## config.mk

```make
export PLATFORM = sky130hd
export DESIGN_NAME = rsju_instruction_encoder_flat
export DESIGN_NICKNAME = d
export VERILOG_FILES = /design/src/rtl/rsju_pkg.sv /design/src/rtl/rsju_instruction_encoder_if.sv /design/src/rtl/rsju_mnem_lookup.sv /design/src/rtl/rsju_instruction_encoder.sv /design/src/flat_wrapper.sv
export SDC_FILE = /design/constraint.sdc
export NUM_CORES = 1
export LEC_CHECK = 0
export CORE_MARGIN = 2
export CORE_UTILIZATION = 35
export DETAILED_ROUTE_END_ITERATION = 10
export PLACE_DENSITY = 0.6
export SLEW_MARGIN = 20
export SYNTH_ARGS = -nofsm -noshare
export SYNTH_HDL_FRONTEND = slang
export SYNTH_SLANG_ARGS = --single-unit
```

## constraint.sdc

```tcl
create_clock -name clock -period 11 [get_ports clock]
set_clock_uncertainty 0.05 [all_clocks]
set_input_delay 1.1 -clock clock [delete_from_list [all_inputs] [get_ports clock]]
set_output_delay 1.1 -clock clock [all_outputs]
set_load 0.02 [all_outputs]
```

## src/rtl/rsju_pkg.sv

```systemverilog
// Shared RSJU definitions: opcodes, funct fields, mnemonic strings, FSM state.
// Used by both the mnemonic encoder and the decoder.
package rsju_pkg;

    localparam int MNEM_LEN = 5;
    localparam logic [2:0] LAST_IDX = 3'(MNEM_LEN - 1);

    localparam logic [6:0] OP_R     = 7'b0110011;
    localparam logic [6:0] OP_S     = 7'b0100011;
    localparam logic [6:0] OP_JAL   = 7'b1101111;
    localparam logic [6:0] OP_LUI   = 7'b0110111;
    localparam logic [6:0] OP_AUIPC = 7'b0010111;

    localparam logic [2:0] F3_ADD  = 3'd0;
    localparam logic [2:0] F3_SLL  = 3'd1;
    localparam logic [2:0] F3_SLT  = 3'd2;
    localparam logic [2:0] F3_SLTU = 3'd3;
    localparam logic [2:0] F3_XOR  = 3'd4;
    localparam logic [2:0] F3_SRL  = 3'd5;
    localparam logic [2:0] F3_OR   = 3'd6;
    localparam logic [2:0] F3_AND  = 3'd7;
    localparam logic [2:0] F3_SB   = 3'd0;
    localparam logic [2:0] F3_SH   = 3'd1;
    localparam logic [2:0] F3_SW   = 3'd2;

    localparam logic [6:0] F7_BASE = 7'h00;
    localparam logic [6:0] F7_ALT  = 7'h20;

    // First character sits in the most significant byte.
    localparam logic [39:0] M_ADD   = "ADD  ";
    localparam logic [39:0] M_SUB   = "SUB  ";
    localparam logic [39:0] M_SLL   = "SLL  ";
    localparam logic [39:0] M_SLT   = "SLT  ";
    localparam logic [39:0] M_SLTU  = "SLTU ";
    localparam logic [39:0] M_XOR   = "XOR  ";
    localparam logic [39:0] M_SRL   = "SRL  ";
    localparam logic [39:0] M_SRA   = "SRA  ";
    localparam logic [39:0] M_OR    = "OR   ";
    localparam logic [39:0] M_AND   = "AND  ";
    localparam logic [39:0] M_SB    = "SB   ";
    localparam logic [39:0] M_SH    = "SH   ";
    localparam logic [39:0] M_SW    = "SW   ";
    localparam logic [39:0] M_JAL   = "JAL  ";
    localparam logic [39:0] M_LUI   = "LUI  ";
    localparam logic [39:0] M_AUIPC = "AUIPC";

    typedef enum logic [1:0] {ST_IDLE, ST_COLLECT, ST_ENCODE, ST_OUT} state_t;
    typedef enum logic [1:0] {FMT_R, FMT_S, FMT_J, FMT_U} fmt_t;

    function automatic logic [7:0] to_upper(input logic [7:0] c);
        if (c >= 8'h61 && c <= 8'h7A) return c - 8'h20;
        return c;
    endfunction

endpackage

```

## src/rtl/rsju_instruction_encoder_if.sv

```systemverilog
// Character/operand input stream and encoded-instruction output stream of the encoder.
interface rsju_instruction_encoder_if;
    logic [7:0]  char_in;
    logic        char_valid;
    logic        char_ready;
    logic [4:0]  rd;
    logic [4:0]  rs1;
    logic [4:0]  rs2;
    logic [31:0] imm;
    logic [31:0] instr_out;
    logic        instr_valid;
    logic        instr_ready;

    modport master (
        output char_in, char_valid, rd, rs1, rs2, imm, instr_ready,
        input  char_ready, instr_out, instr_valid
    );
    modport slave (
        input  char_in, char_valid, rd, rs1, rs2, imm, instr_ready,
        output char_ready, instr_out, instr_valid
    );
endinterface

```

## src/rtl/rsju_mnem_lookup.sv

```systemverilog
// Combinational map from a 40-bit space-padded mnemonic to its encoding fields.
module rsju_mnem_lookup
    import rsju_pkg::*;
(
    input  logic [39:0] mnem,
    output logic        known,
    output fmt_t        fmt,
    output logic [2:0]  f3,
    output logic [6:0]  f7,
    output logic [6:0]  op
);
    always_comb begin
        known = 1'b1;
        fmt   = FMT_R;
        f3    = 3'd0;
        f7    = F7_BASE;
        op    = OP_R;
        case (mnem)
            M_ADD:   f3 = F3_ADD;
            M_SUB:   begin f3 = F3_ADD; f7 = F7_ALT; end
            M_SLL:   f3 = F3_SLL;
            M_SLT:   f3 = F3_SLT;
            M_SLTU:  f3 = F3_SLTU;
            M_XOR:   f3 = F3_XOR;
            M_SRL:   f3 = F3_SRL;
            M_SRA:   begin f3 = F3_SRL; f7 = F7_ALT; end
            M_OR:    f3 = F3_OR;
            M_AND:   f3 = F3_AND;
            M_SB:    begin fmt = FMT_S; op = OP_S; f3 = F3_SB; end
            M_SH:    begin fmt = FMT_S; op = OP_S; f3 = F3_SH; end
            M_SW:    begin fmt = FMT_S; op = OP_S; f3 = F3_SW; end
            M_JAL:   begin fmt = FMT_J; op = OP_JAL; end
            M_LUI:   begin fmt = FMT_U; op = OP_LUI; end
            M_AUIPC: begin fmt = FMT_U; op = OP_AUIPC; end
            default: known = 1'b0;
        endcase
    end
endmodule

```

## src/rtl/rsju_instruction_encoder.sv

```systemverilog
// Serial ASCII mnemonic + operand bundle -> RV32I word (R/S/J/U subset).
// Define RSJU_LOWERCASE_EN to fold 'a'..'z' to uppercase before storage.
module rsju_instruction_encoder
    import rsju_pkg::*;
#(
    parameter int ERR_CNT_W = 8
) (
    input  logic                 clock,
    input  logic                 reset,
    rsju_instruction_encoder_if.slave bus,
    output logic                 err,
    output logic [ERR_CNT_W-1:0] err_count
);
    state_t                state_reg;
    logic [2:0]            idx_reg;
    logic [39:0]           mnem_reg;
    logic [4:0]            rd_reg, rs1_reg, rs2_reg;
    logic [31:0]           imm_reg;
    logic                  char_ready_reg;
    logic [31:0]           instr_out_reg;
    logic                  instr_valid_reg;
    logic                  err_reg;
    logic [ERR_CNT_W-1:0]  err_count_reg;

    logic [7:0]  char_byte;
    logic        xfer;
    logic        known;
    fmt_t        fmt;
    logic [2:0]  f3;
    logic [6:0]  f7, op;
    logic [31:0] instr_next;

`ifdef RSJU_LOWERCASE_EN
    assign char_byte = to_upper(bus.char_in);
`else
    assign char_byte = bus.char_in;
`endif

    assign xfer = bus.char_valid && char_ready_reg;

    rsju_mnem_lookup u_lookup (
        .mnem  (mnem_reg),
        .known (known),
        .fmt   (fmt),
        .f3    (f3),
        .f7    (f7),
        .op    (op)
    );

    always_comb begin
        instr_next = '0;
        case (fmt)
            FMT_R: instr_next = {f7, rs2_reg, rs1_reg, f3, rd_reg, op};
            FMT_S: instr_next = {imm_reg[11:5], rs2_reg, rs1_reg, f3, imm_reg[4:0], op};
            FMT_J: instr_next = {imm_reg[20], imm_reg[10:1], imm_reg[11], imm_reg[19:12], rd_reg, op};
            FMT_U: instr_next = {imm_reg[31:12], rd_reg, op};
            default: instr_next = '0;
        endcase
    end

    always_ff @(posedge clock or posedge reset) begin
        if (reset) begin
            state_reg       <= ST_IDLE;
            idx_reg         <= 3'd0;
            mnem_reg        <= '0;
            rd_reg          <= '0;
            rs1_reg         <= '0;
            rs2_reg         <= '0;
            imm_reg         <= '0;
            char_ready_reg  <= 1'b1;
            instr_out_reg   <= '0;
            instr_valid_reg <= 1'b0;
            err_reg         <= 1'b0;
            err_count_reg   <= '0;
        end else begin
            err_reg <= 1'b0;
            case (state_reg)
                ST_IDLE: begin
                    if (xfer) begin
                        // Operands are captured only with the first character.
                        mnem_reg  <= {mnem_reg[31:0], char_byte};
                        rd_reg    <= bus.rd;
                        rs1_reg   <= bus.rs1;
                        rs2_reg   <= bus.rs2;
                        imm_reg   <= bus.imm;
                        idx_reg   <= 3'd1;
                        state_reg <= ST_COLLECT;
                    end
                end
                ST_COLLECT: begin
                    if (xfer) begin
                        mnem_reg <= {mnem_reg[31:0], char_byte};
                        if (idx_reg == LAST_IDX) begin
                            idx_reg        <= 3'd0;
                            char_ready_reg <= 1'b0;
                            state_reg      <= ST_ENCODE;
                        end else begin
                            idx_reg <= idx_reg + 3'd1;
                        end
                    end
                end
                ST_ENCODE: begin
                    if (known) begin
                        instr_out_reg   <= instr_next;
                        instr_valid_reg <= 1'b1;
                        state_reg       <= ST_OUT;
                    end else begin
                        err_reg <= 1'b1;
                        if (err_count_reg != '1)
                            err_count_reg <= err_count_reg + {{(ERR_CNT_W-1){1'b0}}, 1'b1};
                        char_ready_reg <= 1'b1;
                        state_reg      <= ST_IDLE;
                    end
                end
                ST_OUT: begin
                    // char_ready only rises after the handoff, so no char slips in this cycle.
                    if (bus.instr_ready) begin
                        instr_valid_reg <= 1'b0;
                        char_ready_reg  <= 1'b1;
                        state_reg       <= ST_IDLE;
                    end
                end
                default: state_reg <= ST_IDLE;
            endcase
        end
    end

    assign bus.char_ready  = char_ready_reg;
    assign bus.instr_out   = instr_out_reg;
    assign bus.instr_valid = instr_valid_reg;
    assign err             = err_reg;
    assign err_count       = err_count_reg;

endmodule

```

## src/flat_wrapper.sv

```systemverilog
// flat-port wrapper written by rule: the top's interface ports become plain ports
module rsju_instruction_encoder_flat import rsju_pkg::*;
#(
    parameter int ERR_CNT_W = 8
)
  (clock, reset, err, err_count, bus_char_in, bus_char_valid, bus_rd, bus_rs1, bus_rs2, bus_imm, bus_instr_ready, bus_char_ready, bus_instr_out, bus_instr_valid);
  rsju_instruction_encoder_if bus_i ();
  input  logic clock;
  input  logic reset;
  output logic err;
  output logic [ERR_CNT_W-1:0] err_count;
  input wire logic [$bits(bus_i.char_in)-1:0] bus_char_in;
  input wire logic [$bits(bus_i.char_valid)-1:0] bus_char_valid;
  input wire logic [$bits(bus_i.rd)-1:0] bus_rd;
  input wire logic [$bits(bus_i.rs1)-1:0] bus_rs1;
  input wire logic [$bits(bus_i.rs2)-1:0] bus_rs2;
  input wire logic [$bits(bus_i.imm)-1:0] bus_imm;
  input wire logic [$bits(bus_i.instr_ready)-1:0] bus_instr_ready;
  output wire logic [$bits(bus_i.char_ready)-1:0] bus_char_ready;
  output wire logic [$bits(bus_i.instr_out)-1:0] bus_instr_out;
  output wire logic [$bits(bus_i.instr_valid)-1:0] bus_instr_valid;
  assign bus_i.char_in = bus_char_in;
  assign bus_i.char_valid = bus_char_valid;
  assign bus_i.rd = bus_rd;
  assign bus_i.rs1 = bus_rs1;
  assign bus_i.rs2 = bus_rs2;
  assign bus_i.imm = bus_imm;
  assign bus_i.instr_ready = bus_instr_ready;
  assign bus_char_ready = bus_i.char_ready;
  assign bus_instr_out = bus_i.instr_out;
  assign bus_instr_valid = bus_i.instr_valid;
  rsju_instruction_encoder #(.ERR_CNT_W(ERR_CNT_W)) u_core (.clock(clock), .reset(reset), .bus(bus_i), .err(err), .err_count(err_count));
endmodule
```

==> results_dict.tcl, run 1 <==
set metrics [dict create \
    critical_path_required_ns 11.25 \
    synth_seq_area_share_pct 50.52 \
    die_h_um 141.2 \
    critPathArrivalTime_ns 3.78 \
    status "complete, no violations" \
    drc 0 \
    rr_worst_depth 7 \
    port-buffer-count 101 \
    synth_xor_area_share_pct 1.063 \
    largest_reg_flops 40 \
    cts_tree "done" \
    dp_cells 931 \
    synth-seq-cells 133 \
    vdd_ir_drop_max_uv 115.8 \
    fillers 1676 \
    area_growth_pct 27.43 \
    tns_ns 0 \
    slowest_delay_ns 0.84 \
    fin_cells 963 \
    num_antenna_cells 0 \
    syn_nets 682 \
    syn_avg_cell_area_um2 10.63 \
    cp_top_family "simple AND/OR/NAND/NOR gates" \
    layout.nets 778 \
    path_clk_slew_ns 0.06 \
    worstPathCellList "nor4b_1, o21ai_0, o211ai_1, o2bb2ai_1, nor4_2, nor2_8, mux2_2" \
    grt_pass1_wl_mm 28.30 \
    routed_wl_mm 17.30 \
    powerDensity_nw_per_um2 198.5 \
    drive_gt1_share_pct 17.97 \
    cts_buffers 17 \
    grt_usage_pct 18.09 \
    cts_setup_buffers 0 \
    gp_congestion 0.9118 \
    min_to "u_core.idx_reg[2]" \
    ctsResizeCount 0 \
    clk-insertion-delay-late_ns 0.42 \
    synth_fa_ha_area_share_pct 0.5696 \
    hold_violations 0 \
    async_flop_share_pct 100.0 \
    period_share_pct 32.10 \
    place_area_um2 7804 \
    hold_path_startpoint "u_core.idx_reg[2]" \
    relSlewSlack_pct 33.04 \
    dieArea_um2 19940 \
    end_kind "flop" \
    cts_root_buf "clkbuf_16" \
    die_width_um 141.2 \
    worstHoldPathCells 1 \
    path_class "reg2reg" \
    synth_mux_area_share_pct 14.01 \
    vias_per_cell 5.413 \
    initialDrtViolationCount 443 \
    ctsLongestPathBuffers 2 \
    rows 50 \
    synth-main-ff-cell "dfrtp_1" \
    crit_fanout 25 \
    antenna_found_initial 0 \
    hold_buffers 0 \
    synth_compound_area_share_pct 8.411 \
    initial_core_util_pct 35.47 \
    post-place-ws_ns 7.586 \
    synth_edf_count 0 \
    setup_viol 0 \
    synth_top_family_by_area "simple AND/OR/NAND/NOR gates" \
    worst_slack_ns 7.469 \
    routedWlPerCell_um 17.96 \
    htreeDepth 4 \
    first_global_vias 5321 \
    postSynthCellCount 620 \
    clock_sinks 133 \
    ys_types 71 \
    vias 5213 \
    drtPass1Iterations 5 \
    r2r_setup_slack_ns 7.47 \
    synth-simple-area-share_pct 22.04 \
    register_area_um2 3329 \
    power.leakage_nw 3.489 \
    design_area_um2 8398 \
    r2r-start "u_core.mnem_reg[25]" \
    finalCriticalPeriod_ns 3.531 \
    rsz0062_at_grt "no" \
    hpwl_mm 12.35 \
    maxCapViolCount 0 \
    grt_max_degree 78 \
    startpoint_type "flop" \
    min_path_type "reg2reg" \
    grt_overflow_total 0 \
    fmax_ghz 0.2832 \
    layout_common_cells "nand2_1 (132), dfrtp_1 (132), clkdlybuf4s50_1 (101)" \
    worst_pin_slew_ns 0.9905 \
    fin_hold_ws_ns 0.4420 \
    r2r_end "u_core.bus.instr_out[19]" \
    ys_warn_count 0 \
    pin_count 102 \
    fp.coreArea_um2 18580 \
    path_buf_inv 0 \
    syn-cell-area_um2 6590 \
    crit_path_top_delay_cell "nor4b_1" \
    multi_input_area_um2 3048 \
    drv_slew 0 \
    antenna_left 0 \
]
==> report_power, final <==
group,switching (mW),internal [mW]
combinational,0.135,0.170
clock,0.204,0.367
sequential,0.157,0.634
==> cells by family (layout without fill, tap and decap cells) <==
family / count (synthesis) / after routing
flops: 133 / 133
xor+xnor: 8 / 8
buf+inv: 49 / 158
mux: 77 / 77
compound gates: 80 / 80
fa+ha+maj: 3 / 3
simple gates: 270 / 270
==> layer usage <==
layer / share of wire, % / wire, um / up-vias / global-route usage, %
met2: 46 / 7994 / 199 / 27.87
met1: 44 / 7634 / 2549 / 23.61
met5: 0 / 0 / - / 0
met3: 6.4 / 1105 / 41 / 5.265
met4: 3.3 / 564 / 0 / 8.263
li1: - / - / 2424 / -
==> through the flow <==
step	util (%)	power, mW
finish	45.20	1.667
global route	45.20	1.767
CTS	45.20	1.677
detailed placement	42.00	1.100
global placement	42.00	1.087
floorplan	-	0.9886
==> synthesized netlist by cell type, types with 3 or more instances <==
master,count,share of area (%)
dfrtp_1,132,50
mux2i_1,6,0.91
and3_1,3,0.28
nand2_1,132,7.5
nor4_2,3,0.57
buf_1,5,0.28
mux2_2,54,9.2
nand4_1,12,1.1
xnor2_1,7,0.93
a221oi_1,6,0.80
inv_1,18,1.0
nand2b_1,3,0.28
ha_1,3,0.57
nand3_1,24,1.8
nor4bb_1,5,0.76
nor2_1,26,1.5
nand4b_1,3,0.40
clkbuf_1,17,0.97
nor4b_1,8,1.1
mux2_4,17,3.9
o2111ai_1,3,0.40
nor4_1,8,0.76
and2_1,4,0.38
a2bb2oi_1,7,0.93
buf_2,4,0.30
nor3_1,7,0.53
a21oi_1,8,0.61
o22ai_1,9,0.85
or4b_2,6,0.91
o21ai_0,24,1.8
==> area by class of cell <==
type	instances	share of cell area, %
Timing Repair Buffer	108	12.66
Multi-Input combinational cell	438	36.29
Clock inverter	9	1.505
Clock buffer	23	5.572
Tap cell	234	3.486
Sequential cell	133	39.65
Inverter	18	0.8343
==> how the worst max path moves through the flow <==
stage	from	end	slack (ns)	cells after the start
after floorplan	reset	u_core.bus.instr_out[10]	6.30	1
after global placement	u_core.mnem_reg[24]	u_core.bus.instr_out[19]	7.58	7
after detailed placement	u_core.mnem_reg[8]	u_core.bus.instr_out[19]	7.59	7
after CTS	u_core.mnem_reg[20]	u_core.bus.instr_out[19]	7.60	7
after global routing	u_core.mnem_reg[25]	u_core.bus.instr_out[19]	7.34	7
final	u_core.mnem_reg[25]	u_core.bus.instr_out[19]	7.47	7
Note: power is estimated with default switching activity, not from simulation.
==> run 2, diff against run 1 <==
==> constraint.sdc (replaced) <==
create_clock -name clock -period 3.35 [get_ports clock]
set_clock_uncertainty 0.05 [all_clocks]
set_input_delay 0.335 -clock clock [delete_from_list [all_inputs] [get_ports clock]]
set_output_delay 0.335 -clock clock [all_outputs]
set_load 0.02 [all_outputs]
==> results_dict.tcl, run 2 (same netlist as run 1, synthesis figures left out) <==
set metrics [dict create \
    layout_common_cells "nand2_1 (132), dfrtp_1 (132), clkdlybuf4s50_1 (101)" \
    maxCapViolCount 0 \
    pwr-share-seq_pct 44.8 \
    crit_fanout 6 \
    rows 50 \
    hold_violations 0 \
    vias 5273 \
    rsz0062_at_grt "no" \
    min_path_type "in2async" \
    port-buffer-count 101 \
    antenna_found_initial 0 \
    power_frac_clock_pct 35.3 \
    period_share_pct 92.45 \
    dp_cells 953 \
    dieArea_um2 19940 \
    fmax_ghz 0.3229 \
    fillers 1666 \
    critical_path_required_ns 3.60 \
    tns_ns 0 \
    grt_usage_pct 18.41 \
    setup_viol 0 \
    critPathArrivalTime_ns 3.35 \
    worst_pin_slew_ns 0.7556 \
    final_util_pct 46.87 \
    crit_start "u_core.mnem_reg[8]" \
    area_growth_pct 32.14 \
    end_kind "flop" \
    initialDrtViolationCount 443 \
    die_h_um 141.2 \
    endpoint "u_core.bus.instr_out[8]" \
    initial_core_util_pct 35.47 \
    routedWlPerCell_um 17.81 \
    powerDensity_nw_per_um2 653.0 \
    slowest_delay_ns 0.65 \
    grt_max_degree 61 \
    power.total_mw 5.686 \
    multi_input_area_um2 3052 \
    status "complete, no violations" \
    grt_overflow_total 0 \
    post-place-ws_ns 0.1358 \
    path_class "reg2reg" \
    htreeDepth 4 \
    worst_slack_ns 0.2529 \
    ctsLongestPathBuffers 2 \
    routed_wl_mm 17.62 \
    power.leakage_nw 3.661 \
    cts_tree "done" \
    relSlewSlack_pct 49.52 \
    p_int_mw 3.964 \
    hpwl_mm 12.77 \
    design_area_um2 8708 \
    layout.nets 805 \
    combPwrFrac_pct 20.0 \
    drv_slew 0 \
    place_area_um2 8008 \
    finalCriticalPeriod_ns 3.097 \
    pin_count 102 \
    num_antenna_cells 0 \
    fp.coreArea_um2 18580 \
    antenna_left 0 \
    crit_path_top_delay_cell "or4b_1" \
    startpoint_type "flop" \
    route.layer.met1.wl_mm 7.823 \
    register_area_um2 3329 \
    clk-insertion-delay-late_ns 0.42 \
    fin_cells 989 \
    clock_sinks 133 \
    dr_wl_met2_mm 8.439 \
    topRoutingLayerUsed "met4" \
    gp_congestion 0.9124 \
    vdd_ir_drop_max_uv 358.1 \
    drive_gt1_share_pct 21.46 \
    worstPathCellList "or4b_1, or4_4, nor4_2, a41o_1, mux2_2, mux2_4" \
    grt_pass1_wl_mm 28.75 \
    die_width_um 141.2 \
    cts_root_buf "clkbuf_16" \
    r2r-start "u_core.mnem_reg[8]" \
    largest_reg_flops 40 \
    first_global_vias 5453 \
    switching_power_mw 1.722 \
    switching_share_pct 30.29 \
    rr_worst_depth 6 \
    drtPass1Iterations 5 \
    fin_hold_ws_ns 0.3485 \
    cts_buffers 17 \
    path_clk_slew_ns 0.06 \
    drc 0 \
    r2r_end "u_core.bus.instr_out[8]" \
    met3_length_um 826 \
    r2r_setup_slack_ns 0.25 \
    vias_per_cell 5.332 \
]
run 2: cell types whose count changed in the layout (fill, tap and decap cells not counted), sizes merged:
cell      change
bufinv        +1
clkbuf        -5
inv           +4
clkinvlp      +2
clkinv        -3
buf          +27
run 2: area by class of cell:
type | count | area share, %
Timing Repair Buffer | 135 | 15.26
Clock buffer | 18 | 5.043
Multi-Input combinational cell | 438 | 35.04
Inverter | 18 | 0.8190
Tap cell | 234 | 3.362
Sequential cell | 133 | 38.23
Clock inverter | 13 | 2.241
run 2: what timing repair did:
item                                    CTS  global route
resized for setup                         0             1
buffers inserted                          0             5
hold buffers                              0             0
endpoints found under the setup margin    0            22
run 2: routing by layer:
| metal | vias up | track usage (%) |
|---|---|---|
| li1 | 2477 | - |
| met1 | 2600 | 23.90 |
| met2 | 162 | 29.71 |
| met3 | 34 | 4.076 |
| met4 | 0 | 7.947 |
| met5 | - | 0 |
run 2: worst min-delay path by stage:
| stage | end | depth (start not counted) |
|---|---|---|
| final | u_core.idx_reg[0] | 2 |
| after detailed placement | u_core.imm_reg[0] | 1 |
| after global routing | u_core.mnem_reg[7] | 3 |
| after CTS | u_core.rs1_reg[3] | 2 |
| after floorplan | u_core.mnem_reg[0] | 2 |
| after global placement | u_core.idx_reg[2] | 1 |
run 2: worst max-delay path, delay by kind of cell (launching register included):
family,cells,cell delay (ns)
AND/OR/NAND/NOR,3,1.45
flip-flops,1,0.41
multiplexers,2,0.65
AO/OA/AOI/OAI,1,0.41
run 2: power groups by stage:
stage	logic (mW)	clock network [mW]	registers [mW]
floorplan	0.848	0	2.40
global placement	1.10	0	2.53
detailed placement	1.13	0	2.56
CTS	1.14	2.04	2.54
global route	1.27	2.10	2.62
finish	1.14	2.01	2.55
==> run 3, diff against run 2 <==
--- a/config.mk
+++ b/config.mk
@@ -7,8 +7,9 @@
 export LEC_CHECK = 0
 export CORE_MARGIN = 2
 export CORE_UTILIZATION = 35
+export CTS_CLUSTER_DIAMETER = 200
 export DETAILED_ROUTE_END_ITERATION = 10
-export PLACE_DENSITY = 0.6
+export PLACE_DENSITY_LB_ADDON = 0.2
 export SLEW_MARGIN = 20
 export SYNTH_ARGS = -nofsm -noshare
 export SYNTH_HDL_FRONTEND = slang
==> results_dict.tcl, run 3 (same netlist as run 1, synthesis figures left out) <==
set metrics [dict create \
    antenna_found_initial 0 \
    initial_core_util_pct 35.47 \
    grt_usage_pct 18.74 \
    slowest_delay_ns 0.70 \
    layout_common_cells "nand2_1 (132), dfrtp_1 (132), clkdlybuf4s50_1 (101)" \
    setup_viol 0 \
    critical_path_required_ns 3.60 \
    crit_fanout 13 \
    clk-insertion-delay-late_ns 0.42 \
    area_growth_pct 31.33 \
    worstPathCellList "nor4b_4, nand3b_1, or4b_2, a21oi_1, buf_4, nor4_2, nor2_8, buf_12, mux2_4" \
    die_h_um 141.2 \
    cts_root_buf "clkbuf_16" \
    design_area_um2 8655 \
    end_kind "flop" \
    path_clk_slew_ns 0.06 \
    dr_wl_met2_mm 8.302 \
    clock_sinks 133 \
    min_path_type "in2async" \
    cts_tree "done" \
    drtPass1Iterations 5 \
    htreeDepth 4 \
    hpwl_mm 13.04 \
    grt_overflow_total 0 \
    initialDrtViolationCount 384 \
    crit_path_top_delay_cell "or4b_2" \
    post-place-ws_ns 0.2867 \
    worst_slack_ns 0.2745 \
    power.leakage_nw 3.653 \
    die_width_um 141.2 \
    first_global_vias 5628 \
    drv_slew 0 \
    status "complete, no violations" \
    vias 5325 \
    path_class "reg2reg" \
    grt_max_degree 49 \
    antenna_left 0 \
    hold_violations 0 \
    met3_length_mm 1.072 \
    fmax_ghz 0.3252 \
    port-buffer-count 101 \
    dieArea_um2 19940 \
    topRoutingLayerUsed "met4" \
    vdd_ir_drop_max_uv 438.7 \
    relSlewSlack_pct 52.68 \
    rows 50 \
    largest_reg_flops 40 \
    fp.coreArea_um2 18580 \
    routed_wl_mm 17.58 \
    finalCriticalPeriod_ns 3.075 \
    routedWlPerCell_um 17.69 \
    startpoint_type "flop" \
    powerDensity_nw_per_um2 639.0 \
    num_antenna_cells 0 \
    place_area_um2 8075 \
    tns_ns 0 \
    ctsLongestPathBuffers 2 \
    critPathArrivalTime_ns 3.33 \
    worst_pin_slew_ns 0.7083 \
    period_share_pct 91.81 \
    drc 0 \
    route.layer.met1.wl_mm 7.847 \
    cts_buffers 17 \
    hold_buffers 0 \
    ctsResizeCount 0 \
    drive_gt1_share_pct 21.71 \
    maxCapViolCount 0 \
    gp_congestion 0.9193 \
    rsz0062_at_grt "no" \
    layout.nets 809 \
    grt_pass1_wl_mm 29.23 \
    pin_count 102 \
    vias_per_cell 5.357 \
    cts_setup_buffers 0 \
]
## run 3: cell types whose count changed in the layout (fill, tap and decap cells not counted), sizes merged
cell      before  now
clkinv         2    4
clkbuf        18   19
inv           22   24
bufinv         4    1
buf           34   38
clkinvlp       3    2
## run 3: routing by layer
metal	GRT usage, %	vias to the layer above
li1	-	2479
met1	23.96	2674
met2	30.25	147
met3	5.944	25
met4	6.105	0
met5	0	-
## run 3: power by group
part	switching (mW)	internal, mW	total, mW
registers	0.439	2.08	2.52
logic	0.547	0.640	1.19
clock network	0.759	1.06	1.82
total	1.75	3.78	5.53
## run 3: per-stage QoR
step / hold WS, ns / utilization [%] / cells / power (mW)
floorplan: 0.3904 / - / 620 / 3.247
finish: 0.3245 / 46.58 / 994 / 5.530
CTS: 0.3279 / 46.58 / 994 / 5.583
detailed placement: 0.4406 / 43.46 / 962 / 3.733
global route: 0.3618 / 46.58 / 994 / 5.889
global placement: 0.4296 / 43.46 / 962 / 3.677
## run 3: path summary, 6_finish.rpt
path                                           from                      end  slack (ns)  cells past startpoint
worst min-delay path                          reset        u_core.idx_reg[0]        0.32                      2
worst max-delay path            u_core.mnem_reg[20]  u_core.bus.instr_out[6]        0.27                      9
worst max register to register  u_core.mnem_reg[20]  u_core.bus.instr_out[6]        0.27                      9
worst min register to register  u_core.err_count[4]      u_core.err_count[4]        0.45                      1
max in group asynchronous                     reset      u_core.err_count[3]        2.21                      3
min in group clock                   bus_char_in[6]       u_core.mnem_reg[6]        0.40                      3
## run 3: worst max-delay path: cells and delay by family, from the launching register on
kind / cells / cell delay [ns]
AND/OR/NAND/NOR: 5 / 1.60
multiplexers: 1 / 0.31
AO/OA/AOI/OAI: 1 / 0.16
buffers and inverters: 2 / 0.39
flip-flops: 1 / 0.45
## run 3: cell type report
cell class	count	area (um2)
well taps	234	292.8
flip-flops and latches	133	3329
multi-input cells	438	3048
repair buffers	139	1334
clock inverters	13	136.4
fillers	1686	9926
clock buffers	19	442.9
inverters	18	71.32
